**config.mk**
```make
export PLATFORM = sky130hd
export DESIGN_NAME = seq_divider
export DESIGN_NICKNAME = d
export VERILOG_FILES = /design/src/rtl/seq_divider.sv
export SDC_FILE = /design/constraint.sdc
export NUM_CORES = 1
export LEC_CHECK = 0
export CAP_MARGIN = 20
export CORE_UTILIZATION = 50
export CTS_BUF_LIST = sky130_fd_sc_hd__clkbuf_4 sky130_fd_sc_hd__clkbuf_8
export CTS_CLUSTER_DIAMETER = 40
export DETAILED_ROUTE_END_ITERATION = 8
export GPL_TIMING_DRIVEN = 0
export PLACE_DENSITY_LB_ADDON = 0.05
export SYNTH_ARGS = -nofsm -noshare
export SYNTH_HDL_FRONTEND = slang
export SYNTH_SLANG_ARGS = --single-unit
```
**constraint.sdc**
```tcl
create_clock -name clk -period 5 [get_ports clk]
set_input_delay 1 -clock clk [delete_from_list [all_inputs] [get_ports clk]]
set_output_delay 1 -clock clk [all_outputs]
set_load 0.03 [all_outputs]
```
**src/rtl/seq_divider.sv**
```systemverilog
// Multi-cycle unsigned restoring divider, one quotient bit per clock.
// A start/ready/done handshake frames each operation.
//
// state | meaning
// IDLE  | ready for a new operation, outputs hold the last result
// RUN   | one restoring step per edge, DIVIDEND_W steps in total
// DONE  | single-cycle done pulse, then back to IDLE
module seq_divider #(
    parameter int DIVIDEND_W = 8,
    parameter int DIVISOR_W  = 4
) (
    input  logic                  clk,
    input  logic                  rst,
    input  logic                  start,
    input  logic [DIVIDEND_W-1:0] dividend,
    input  logic [DIVISOR_W-1:0]  divisor,
    output logic                  ready,
    output logic                  done,
    output logic [DIVIDEND_W-1:0] quotient,
    output logic [DIVISOR_W-1:0]  remainder,
    output logic                  div_by_zero
);

    localparam int CNT_W = $clog2(DIVIDEND_W + 1);
    localparam logic [CNT_W-1:0] LAST_STEP = CNT_W'(DIVIDEND_W - 1);

    typedef enum logic [1:0] {
        IDLE = 2'd0,
        RUN  = 2'd1,
        DONE = 2'd2
    } state_t;

    state_t                state;
    logic [CNT_W-1:0]      cnt;
    // Dividend bits shift out of the MSB while quotient bits shift into the LSB.
    logic [DIVIDEND_W-1:0] q_sh;
    logic [DIVISOR_W-1:0]  dsr;
    logic [DIVISOR_W:0]    prem;

    logic [DIVISOR_W:0]    shifted;
    logic [DIVISOR_W:0]    diff;
    logic                  fits;
    logic [DIVISOR_W:0]    prem_next;
    logic [DIVIDEND_W-1:0] q_next;

    always_comb begin
        shifted   = {prem[DIVISOR_W-1:0], q_sh[DIVIDEND_W-1]};
        diff      = shifted - {1'b0, dsr};
        fits      = (shifted >= {1'b0, dsr});
        prem_next = fits ? diff : shifted;
        q_next    = {q_sh[DIVIDEND_W-2:0], fits};
    end

    always_ff @(posedge clk or posedge rst) begin
        if (rst) begin
            state       <= IDLE;
            cnt         <= '0;
            q_sh        <= '0;
            dsr         <= '0;
            prem        <= '0;
            ready       <= 1'b1;
            done        <= 1'b0;
            quotient    <= '0;
            remainder   <= '0;
            div_by_zero <= 1'b0;
        end else begin
            case (state)
                IDLE: begin
                    done <= 1'b0;
                    if (start) begin
                        ready <= 1'b0;
                        if (divisor == '0) begin
                            quotient    <= '1;
                            remainder   <= '0;
                            div_by_zero <= 1'b1;
                            done        <= 1'b1;
                            state       <= DONE;
                        end else begin
                            q_sh        <= dividend;
                            dsr         <= divisor;
                            prem        <= '0;
                            cnt         <= '0;
                            div_by_zero <= 1'b0;
                            state       <= RUN;
                        end
                    end
                end
                RUN: begin
                    q_sh <= q_next;
                    prem <= prem_next;
                    cnt  <= cnt + CNT_W'(1);
                    if (cnt == LAST_STEP) begin
                        quotient  <= q_next;
                        remainder <= prem_next[DIVISOR_W-1:0];
                        done      <= 1'b1;
                        state     <= DONE;
                    end
                end
                DONE: begin
                    done  <= 1'b0;
                    ready <= 1'b1;
                    state <= IDLE;
                end
                default: begin
                    done  <= 1'b0;
                    ready <= 1'b1;
                    state <= IDLE;
                end
            endcase
        end
    end

endmodule

```
=== Word level (Yosys, flattened, before mapping) ===
Index checks and enable logic that the tools add are counted.

* Register bits: 37
* Bits in latches: 0
* Memory bits (writable): 0
* Bits in read-only memories: 0
* Input port bits: 15
* Output and inout bits: 15
* Word-level logic and storage cells: 58
* Memories kept: 0

* $add $sub $neg: 2
* $mul: 0
* Divide/modulo/power cells: 0
* Order comparisons: 1
* Equality and inequality tests: 6
* Shift operators: 0
* Multiplexer cells: 28
* Bitwise logic cells: 2
* Reduce and logical (&&, ||, !) cells: 9

{| class="wikitable"
|+ Operators by type and width
! operator !! count
|-
| 2-to-1 mux 8 bit || 5
|-
| 2-to-1 mux 4 bit || 8
|-
| one-hot mux 8 bit (2 select lines) || 2
|-
| one-hot mux 4 bit (2 select lines) || 3
|-
| inequality test 2 bit (second input constant) || 4
|-
| 2-to-1 mux 2 bit || 3
|-
| AND reduction 2 bit || 3
|-
| AND reduction 3 bit || 2
|-
| greater-or-equal comparator 5 x 4 -> 1 bit || 1
|-
| adder 4 x 1 -> 4 bit (second input constant) || 1
|-
| == test 4 x 3 -> 1 bit (second input constant) || 1
|-
| zero test 4 bit || 1
|-
| 2-to-1 mux 1 bit || 4
|-
| one-hot mux 1 bit (2 select lines) || 2
|-
| one-hot mux 2 bit (2 select lines) || 1
|-
| AND reduction 4 bit || 1
|-
| subtractor 4 bit || 1
|-
| == test 2 x 1 -> 1 bit (second input constant) || 1
|-
| zero test 2 bit || 1
|-
| NOT 1 bit || 2
|-
| nonzero test 2 bit || 1
|}

=== Depth between registers and ports, before layout ===
Gate-level depths: netlist (run 1).

* Word-level depth: 4
* Mapped depth: 7
* Mapped depth without buffers: 7

=== Worst setup path after synthesis (run 1) ===
Ideal clock, no wire load.

* Path type: input-to-reg
* From: in divisor[1]
* To: reg quotient[0]
* Library setup time: 63 ps
* Arrival: 2027 ps
* Required time: 4937 ps
* Path slack: 2910 ps
* Stages: 5
* Buffers on the path: 1
* Path through: or4_4 > nand2b_4 > nand2_2 > buf_6 > o22a_2

* Longest elaborated chain between the ends: 3

{| class="wikitable"
|+ RTL lines
! what !! line !! RTL
|-
| from (decl) || 16 || <nowiki>input logic [DIVISOR_W-1:0] divisor,</nowiki>
|-
| zero test 4 bit || 72 || <nowiki>if (divisor == '0) begin</nowiki>
|-
| inequality test 2 bit (no source line) || -- ||
|-
| AND reduction 4 bit (no source line) || -- ||
|-
| to (signal assigned) || 93 || <nowiki>quotient <= q_next;</nowiki>
|-
| to (decl) || 19 || <nowiki>output logic [DIVIDEND_W-1:0] quotient,</nowiki>
|}

Every way passes these cells.
A chain may end at the register's enable or synchronous reset.

=== Worst setup path after layout (run 1) ===
* From: reg ready
* To: out ready

{| class="wikitable"
|+ RTL lines
! what !! line !! RTL
|-
| from (decl) || 17 || <nowiki>output logic ready,</nowiki>
|-
| from (signal assigned) || 61 || <nowiki>ready <= 1'b1;</nowiki>
|-
| from (signal assigned) || 71 || <nowiki>ready <= 1'b0;</nowiki>
|-
| from (signal assigned) || 101 || <nowiki>ready <= 1'b1;</nowiki>
|}

No word-level cell between the ends.

==> flow_metrics.py, run 1 <==
metrics = {
    "drt": {
        "vias_per_cell": 5.44,
        "wl_met2_microns": 1750,
        "drt_pass1_iterations": 4,
        "drtAntennaViolNets": 0,
        "route.detailed.drc": 0,
        "vias": 1361,
        "wl_met3_microns": 244,
        "drt_iter0_markers": 84,
        "wl_met1_microns": 1700,
        "drt_wl_total_microns": 3740,
        "avgRoutedWirePerCell_microns": 14.9,
        "highest_layer": "met4",
    },
    "grt": {
        "overflow": 0,
        "grt_pass1_wl_microns": 6100,
        "grt_usage_pct": 23.3,
        "grt_pass1_vias": 1308,
        "antenna_found_initial": 0,
        "grt_max_degree": 23,
    },
    "power_and_ir_drop": {
        "power_switching_uw": 693,
        "clkPwrFrac_pct": 10.5,
        "leakage_nw": 0.988,
        "swShare_pct": 42.9,
        "pwr-share-seq_pct": 33.5,
        "pwr-share-comb_pct": 55.9,
        "p_int_uw": 924,
        "finalPower_mw": 1.62,
        "pwr_density_cell_mw_per_mm2": 739,
        "vdd_drop_max_mv": 0.365,
    },
    "layout": {
        "nNetsFinal": 225,
        "syn_to_final_growth_pct": 24.8,
        "multiInputGateArea_sq_um": 758,
        "diodes": 0,
        "final_core_util_pct": 65.6,
        "fin_area_sq_mm": 0.00219,
        "fill_cells": 292,
        "seq_area_sq_um": 927,
        "drive_above_1_share_pct": 12.3,
        "layoutNonFillerInstCount": 250,
    },
    "sta": {
        "skew_ns": 0.0113,
        "min_period_ns": 2.54,
        "final.period_utilization_pct": 50.8,
        "setup_tns_ns": 0,
        "rsz0062_at_grt": "no",
        "report.final.slew_viol_count": 0,
        "worstMarginPinSlew_ns": 0.680,
        "setup_violations": 0,
        "hold_viol": 0,
        "slew_headroom_pct": 54.6,
        "fmax_mhz": 394,
    },
    "logic_synthesis": {
        "yosys.area_share.adder_pct": 4.71,
        "synth_edf_count": 0,
        "synth_compound_area_share_pct": 19.0,
        "yosysSeqAreaShare_pct": 52.9,
        "syn-num-nets": 188,
        "netlist_area_sq_mm": 0.00175,
        "synth_cell_type_count": 37,
        "synthSimpleGateAreaFrac_pct": 15.8,
        "async_reset_ff_share_pct": 100,
        "avgSynthCellArea_sq_um": 10.5,
        "synthFlopType": "dfrtp_1",
        "synth-xor-area-share_pct": 1.50,
        "netlist_instances": 167,
        "synth_top_family_by_area": "compound AO/OA/AOI/OAI gates",
        "ys_warn_count": 0,
        "synth-seq-cells": 37,
        "synth.area.mux_share_pct": 2.28,
    },
    "clock_tree": {
        "cts_buffer_depth": 2,
        "hold_buffers": 0,
        "ctsResizeCount": 0,
        "htreeDepth": 2,
        "cts-root-buf": "clkbuf_4",
        "cts_sinks": 37,
        "numCtsBuffers": 5,
        "clk_latency_ns": 0.34,
        "cts_tree": "built",
        "path_clk_slew_ns": 0.11,
        "postCtsSetupBuffers": 0,
    },
    "worst_setup_path": {
        "cp_max_fo": 2,
        "crit_buf_inv": 1,
        "crit_path_end_kind": "output port",
        "critical_path_arrival_ns": 1.54,
        "cp_cell_sequence": "clkdlybuf4s50_1",
        "worstSetupStartpointType": "register",
        "cp_top_family": "buffers and inverters",
        "crit_type": "reg2out",
        "crit_slowest_cell": "clkdlybuf4s50_1",
        "required_ns": 4.00,
        "max_stage_delay_ns": 0.66,
    },
    "place": {
        "numPortBuffers": 29,
        "dp.cells": 243,
        "placed_area_sq_mm": 0.00213,
        "dpl.hpwl_microns": 2640,
        "place.gp.congestion": 0.808,
    },
    "floorplanning": {
        "design.core.area_sq_mm": 0.00334,
        "rows": 21,
        "die_width_microns": 61.2,
        "dieArea_sq_mm": 0.00375,
        "start_util_pct": 52.6,
        "io_pins": 30,
        "dieHeight_microns": 61.2,
    },
    "status": {
        "status": "finished, final reports clean",
    },
    "job": {
        "maxCapViolCount": 0,
    },
    "worst_hold_path": {
        "hold_class": "reg2reg",
    },
}
worst paths after layout:
path                              start      endpoint  slack, ns  cells past startpoint
worst max-delay path              ready         ready       2.46                      1
worst min-delay path             dsr[3]        dsr[3]       0.49                      2
worst max register to register  q_sh[7]       prem[1]       3.00                      7
worst min register to register   dsr[3]        dsr[3]       0.49                      2
max in group asynchronous           rst  remainder[3]       3.40                      3
min in group asynchronous           rst          done       1.05                      2
through the flow:
stage	setup WS (ns)	hold WS (ns)
global route	2.40	0.505
finish	2.46	0.489
detailed placement	2.19	0.465
global placement	2.24	0.462
CTS	2.45	0.493
floorplan	2.91	0.446
registers in the layout (all words and copies together) (netlist names):
| register | flops |
|---|---|
| cnt | 4 |
| div_by_zero | 1 |
| done | 1 |
| dsr | 4 |
| prem | 4 |
| q_sh | 8 |
| quotient | 8 |
| ready | 1 |
| remainder | 4 |
| state | 2 |
Yosys cell counts, types with 3 or more instances:
| master | number | area share (%) |
|---|---|---|
| a22o_1 | 4 | 2.0 |
| clkbuf_1 | 4 | 0.86 |
| a21oi_1 | 5 | 1.4 |
| o21ai_2 | 3 | 1.5 |
| o21ai_0 | 10 | 2.9 |
| inv_1 | 10 | 2.1 |
| ha_1 | 5 | 3.6 |
| o22a_1 | 7 | 3.5 |
| a31oi_1 | 7 | 2.5 |
| nand2_1 | 29 | 6.2 |
| nor2_1 | 14 | 3.0 |
| nand3_1 | 3 | 0.86 |
| dfrtp_1 | 36 | 51 |
layout make-up:
class	count	area share, %
clock buffer	7	2.69
inverter	10	1.72
tap	46	2.63
multi-input combinational	114	34.6
buffer	6	1.43
sequential	37	42.4
timing repair buffer	30	14.5
cells in the final DEF (no fill, tap or decap), types with 3 or more instances in the layout:
cell type	n
o21ai_0	10
o22a_1	7
clkbuf_4	6
o21ai_2	3
inv_1	10
ha_1	5
nand2_1	29
a31oi_1	7
a22o_1	4
dfrtp_1	36
nor2_1	14
clkbuf_1	4
a21oi_1	5
nand3_1	3
clkdlybuf4s50_1	29
per-layer routing:
layer / vias up / GRT usage, %
li1: 657 / -
met1: 650 / 31.2
met2: 50 / 36.2
met3: 4 / 4.62
met4: 0 / 11.4
met5: - / 0
cell families (layout without fill, tap and decap cells):
group           count (synthesis)  in the layout
compound gates                 44             44
buf+inv                        16             53
fa+ha+maj                       6              6
flops                          37             37
mux                             3              3
simple gates                   58             58
xor+xnor                        3              3
power groups by stage:
| stage | Sequential, mW | Combinational, mW | Clock, mW |
|---|---|---|---|
| after CTS | 0.541 | 0.912 | 0.174 |
| after global placement | 0.541 | 0.873 | 0 |
| after detailed placement | 0.546 | 0.903 | 0 |
| after global routing | 0.560 | 0.995 | 0.186 |
| after floorplan | 0.641 | 0.544 | 0 |
| final | 0.542 | 0.904 | 0.170 |
No activity file was read; power rests on OpenSTA's default activity.
==> run 2: changes to the inputs <==
- CORE_UTILIZATION: 50 -> 49
- clock period: 5 -> 2.3 ns (I/O delays scaled with it)
==> flow_metrics.py, run 2 (same netlist as run 1, synthesis figures left out) <==
metrics = {
    "status": {
        "status": "finished, final reports clean",
    },
    "worst_setup_path": {
        "cp_cell_sequence": "clkdlybuf4s50_1",
        "required_ns": 1.84,
        "ff2ff_setup_slack_ns": 0.34,
        "critical_path_arrival_ns": 1.55,
        "crit_path_end_kind": "output port",
        "worstRegToRegCells": 7,
        "cp_max_fo": 2,
        "crit_type": "reg2out",
        "crit_slowest_cell": "clkdlybuf4s50_1",
        "crit_buf_inv": 1,
        "worstSetupStartpointType": "register",
        "max_stage_delay_ns": 0.66,
        "rr_endpoint": "prem[0]",
        "cp_top_family": "buffers and inverters",
        "reg2reg_from": "q_sh[7]",
    },
    "power_and_ir_drop": {
        "pwr-share-comb_pct": 52.8,
        "pwr-share-seq_pct": 32.0,
        "swShare_pct": 40.8,
        "power_switching_mw": 1.51,
        "clkPwrFrac_pct": 15.3,
        "vdd_drop_max_mv": 0.941,
        "leakage_nw": 1.01,
        "p_int_mw": 2.18,
        "pwr_density_cell_mw_per_mm2": 1650,
    },
    "floorplanning": {
        "dieArea_sq_mm": 0.00382,
        "rows": 21,
        "die_width_microns": 61.8,
        "dieHeight_microns": 61.8,
        "start_util_pct": 51.8,
        "design.core.area_sq_mm": 0.00339,
        "io_pins": 30,
    },
    "sta": {
        "rsz0062_at_grt": "no",
        "final.period_utilization_pct": 87.4,
        "setup_tns_ns": 0,
        "fmax_mhz": 497,
        "layout_setup_ws_ns": 0.289,
        "setup_violations": 0,
        "worstMarginPinSlew_ns": 0.848,
        "hold_viol": 0,
        "slew_headroom_pct": 43.4,
        "report.final.slew_viol_count": 0,
        "min_period_ns": 2.01,
        "skew_ns": 0.0112,
    },
    "place": {
        "preCtsSetupSlack_ns": 0.0561,
        "numPortBuffers": 29,
        "dpl.hpwl_microns": 2670,
        "place.gp.congestion": 0.821,
    },
    "grt": {
        "grt_pass1_vias": 1274,
        "grt_usage_pct": 22.8,
        "antenna_found_initial": 0,
        "grt_pass1_wl_microns": 6060,
        "overflow": 0,
        "grt_max_degree": 22,
    },
    "clock_tree": {
        "clk_latency_ns": 0.35,
        "hold_buffers": 0,
        "postCtsSetupBuffers": 0,
        "ctsResizeCount": 0,
        "cts-root-buf": "clkbuf_4",
        "cts_tree": "built",
        "cts_sinks": 37,
        "numCtsBuffers": 5,
        "path_clk_slew_ns": 0.11,
        "htreeDepth": 2,
        "cts_buffer_depth": 2,
    },
    "drt": {
        "drtAntennaViolNets": 0,
        "drt_pass1_iterations": 4,
        "route.detailed.drc": 0,
        "vias": 1323,
        "drt_iter0_markers": 46,
        "vias_per_cell": 5.27,
        "avgRoutedWirePerCell_microns": 14.6,
        "drt_wl_total_microns": 3670,
    },
    "layout": {
        "diodes": 0,
        "nNetsFinal": 225,
        "multiInputGateArea_sq_um": 758,
        "final_cell_mix": "36 x dfrtp_1, 29 x nand2_1, 29 x clkdlybuf4s50_1",
        "drive_above_1_share_pct": 12.7,
        "seq_area_sq_um": 927,
        "layout_commonest_cell": "dfrtp_1",
        "syn_to_final_growth_pct": 27.2,
        "fill_cells": 277,
        "reg_top3": "q_sh x8, quotient x8",
    },
    "worst_hold_path": {
        "hold_class": "reg2reg",
        "hp-start": "ready",
        "hold_depth": 2,
        "worstHoldEndpoint": "ready",
    },
    "job": {
        "maxCapViolCount": 0,
    },
}
-- run 2: cell types whose count changed in the layout (fill, tap and decap cells not counted), sizes merged --
cell,previous run,this run
clkbuf,11,9
clkinv,0,1
bufinv,0,2
-- run 2: metrics by stage --
| stage | cell area (sq um) | utilization, % | cells | power (mW) | hold slack [ns] |
|---|---|---|---|---|---|
| 4_1_cts | 2230 | 65.9 | 251 | 3.72 | 0.493 |
| 3_3_place_gp | 2100 | 62.0 | 242 | 3.07 | 0.464 |
| 5_1_grt | 2230 | 65.9 | 251 | 4.00 | 0.530 |
| 2_1_floorplan | 1750 | - | 167 | 2.58 | 0.446 |
| 3_5_place_dp | 2130 | 62.8 | 243 | 3.15 | 0.474 |
| 6_report | 2230 | 65.9 | 251 | 3.69 | 0.494 |
-- run 2: final cells by class --
cell class	instances	share of cell area, %
Sequential cell	37	41.5
Multi-Input combinational cell	114	34.0
Timing Repair Buffer	30	14.2
Clock inverter	3	2.91
Tap cell	46	2.58
Clock buffer	5	1.68
Inverter	10	1.68
Buffer	6	1.40
-- run 2: worst max-delay path by stage --
stage                         end  slack [ns]  startpoint  cells after the start
after floorplan           prem[0]        0.48     q_sh[7]                      7
after global placement    q_sh[1]        0.08  divisor[1]                      6
after detailed placement  q_sh[1]        0.06  divisor[1]                      6
after CTS                   ready        0.27       ready                      1
after global routing      prem[3]        0.22      dsr[1]                      7
final                       ready        0.29       ready                      1
-- run 2: routing by layer --
| metal | vias up | wire length [microns] | GRT usage, % | part of all wire [%] |
|---|---|---|---|---|
| li1 | 659 | - | - | - |
| met1 | 630 | 1730 | 29.1 | 47 |
| met2 | 29 | 1730 | 36.6 | 47 |
| met3 | 5 | 155 | 7.25 | 4.2 |
| met4 | 0 | 52 | 7.94 | 1.4 |
| met5 | - | 0 | 0 | 0 |
-- run 2: power by group through the flow --
stage | registers [mW] | clock network, mW | logic (mW)
after floorplan | 1.39 | 0 | 1.18
after global routing | 1.22 | 0.604 | 2.17
after CTS | 1.18 | 0.574 | 1.96
after detailed placement | 1.20 | 0 | 1.95
final | 1.18 | 0.564 | 1.95
after global placement | 1.18 | 0 | 1.90
==> run 3: changes to the inputs <==
- MAX_ROUTING_LAYER: not set -> met4
==> flow_metrics.py, run 3 (same netlist as run 1, synthesis figures left out) <==
metrics = {
    "worst_setup_path": {
        "required_ns": 1.84,
        "worstSetupStartpointType": "register",
        "cp_top_family": "buffers and inverters",
        "cp_cell_sequence": "clkdlybuf4s50_1",
        "critical_path_arrival_ns": 1.55,
        "worstRegToRegCells": 7,
        "crit_type": "reg2out",
        "cp_max_fo": 2,
        "max_stage_delay_ns": 0.66,
        "crit_slowest_cell": "clkdlybuf4s50_1",
        "crit_path_end_kind": "output port",
        "rr_endpoint": "prem[0]",
        "reg2reg_from": "q_sh[7]",
        "crit_buf_inv": 1,
        "ff2ff_setup_slack_ns": 0.35,
    },
    "power_and_ir_drop": {
        "vdd_drop_max_mv": 0.940,
        "pwr_density_cell_mw_per_mm2": 1650,
        "leakage_nw": 1.01,
    },
    "layout": {
        "diodes": 0,
        "reg_top3": "q_sh x8, quotient x8",
        "final_core_util_pct": 65.9,
        "fin_area_sq_mm": 0.00223,
        "final_cell_mix": "36 x dfrtp_1, 29 x nand2_1, 29 x clkdlybuf4s50_1",
        "layoutNonFillerInstCount": 251,
        "syn_to_final_growth_pct": 27.2,
        "layout_commonest_cell": "dfrtp_1",
        "nNetsFinal": 225,
        "drive_above_1_share_pct": 12.7,
    },
    "drt": {
        "vias": 1326,
        "drt_wl_total_microns": 3680,
        "drtAntennaViolNets": 0,
        "drt_iter0_markers": 52,
        "drt_pass1_iterations": 4,
        "avgRoutedWirePerCell_microns": 14.6,
        "vias_per_cell": 5.28,
        "route.detailed.drc": 0,
    },
    "sta": {
        "fmax_mhz": 498,
        "setup_violations": 0,
        "min_period_ns": 2.01,
        "slew_headroom_pct": 43.4,
        "setup_tns_ns": 0,
        "hold_viol": 0,
        "rsz0062_at_grt": "no",
        "worstMarginPinSlew_ns": 0.848,
        "final.period_utilization_pct": 87.3,
        "hold_slack_ns": 0.494,
        "skew_ns": 0.0111,
        "report.final.slew_viol_count": 0,
    },
    "clock_tree": {
        "htreeDepth": 2,
        "cts_tree": "built",
        "postCtsSetupBuffers": 0,
        "ctsResizeCount": 0,
        "cts-root-buf": "clkbuf_4",
        "hold_buffers": 0,
        "path_clk_slew_ns": 0.11,
        "numCtsBuffers": 5,
        "clk_latency_ns": 0.35,
        "cts_buffer_depth": 2,
        "cts_sinks": 37,
    },
    "floorplanning": {
        "dieHeight_microns": 61.8,
        "die_width_microns": 61.8,
        "start_util_pct": 51.8,
        "design.core.area_sq_mm": 0.00339,
        "rows": 21,
        "io_pins": 30,
        "dieArea_sq_mm": 0.00382,
    },
    "grt": {
        "overflow": 0,
        "grt_usage_pct": 23.5,
        "grt_pass1_wl_microns": 6060,
        "grt_pass1_vias": 1276,
        "grt_max_degree": 22,
        "antenna_found_initial": 0,
    },
    "place": {
        "dp.cells": 243,
        "dpl.hpwl_microns": 2670,
        "place.gp.congestion": 0.833,
        "numPortBuffers": 29,
        "placed_area_sq_mm": 0.00213,
    },
    "status": {
        "status": "finished, final reports clean",
    },
    "worst_hold_path": {
        "worstHoldEndpoint": "ready",
        "hp-start": "ready",
        "hold_class": "reg2reg",
        "hold_depth": 2,
    },
    "job": {
        "maxCapViolCount": 0,
    },
}
-- run 3: stage by stage --
stage / setup slack [ns] / total power [mW]
2_1_floorplan: 0.476 / 2.58
3_3_place_gp: 0.0839 / 3.07
3_5_place_dp: 0.0561 / 3.15
4_1_cts: 0.266 / 3.72
5_1_grt: 0.215 / 3.99
6_report: 0.292 / 3.69
-- run 3: cell type report --
| class | count | area, sq um |
|---|---|---|
| Inverter | 10 | 37.5 |
| Sequential cell | 37 | 927 |
| Timing Repair Buffer | 30 | 318 |
| Multi-Input combinational cell | 114 | 758 |
| Buffer | 6 | 31.3 |
| Fill cell | 277 | 1160 |
| Clock buffer | 5 | 37.5 |
| Clock inverter | 3 | 65.1 |
| Tap cell | 46 | 57.6 |
-- run 3: power by group --
part | internal (mW) | switching (mW)
sequential | 0.970 | 0.211
clock | 0.337 | 0.225
combinational | 0.878 | 1.07
total | 2.18 | 1.51
-- run 3: worst max-delay path by stage --
stage | from | to | slack [ns] | depth (start not counted)
floorplan | q_sh[7] | prem[0] | 0.48 | 7
finish | ready | ready | 0.29 | 1
global route | dsr[1] | prem[3] | 0.22 | 7
detailed placement | divisor[1] | q_sh[1] | 0.06 | 6
global placement | divisor[1] | q_sh[1] | 0.08 | 6
CTS | ready | ready | 0.27 | 1
-- run 3: layer usage --
layer / track usage, % / routed length, microns / part of all wire (%) / vias to the layer above
met5: - / 0 / 0 / -
met4: 7.94 / 52 / 1.4 / 0
met2: 36.6 / 1730 / 47 / 33
li1: - / - / - / 659
met3: 7.04 / 154 / 4.2 / 5
met1: 29.2 / 1740 / 47 / 629
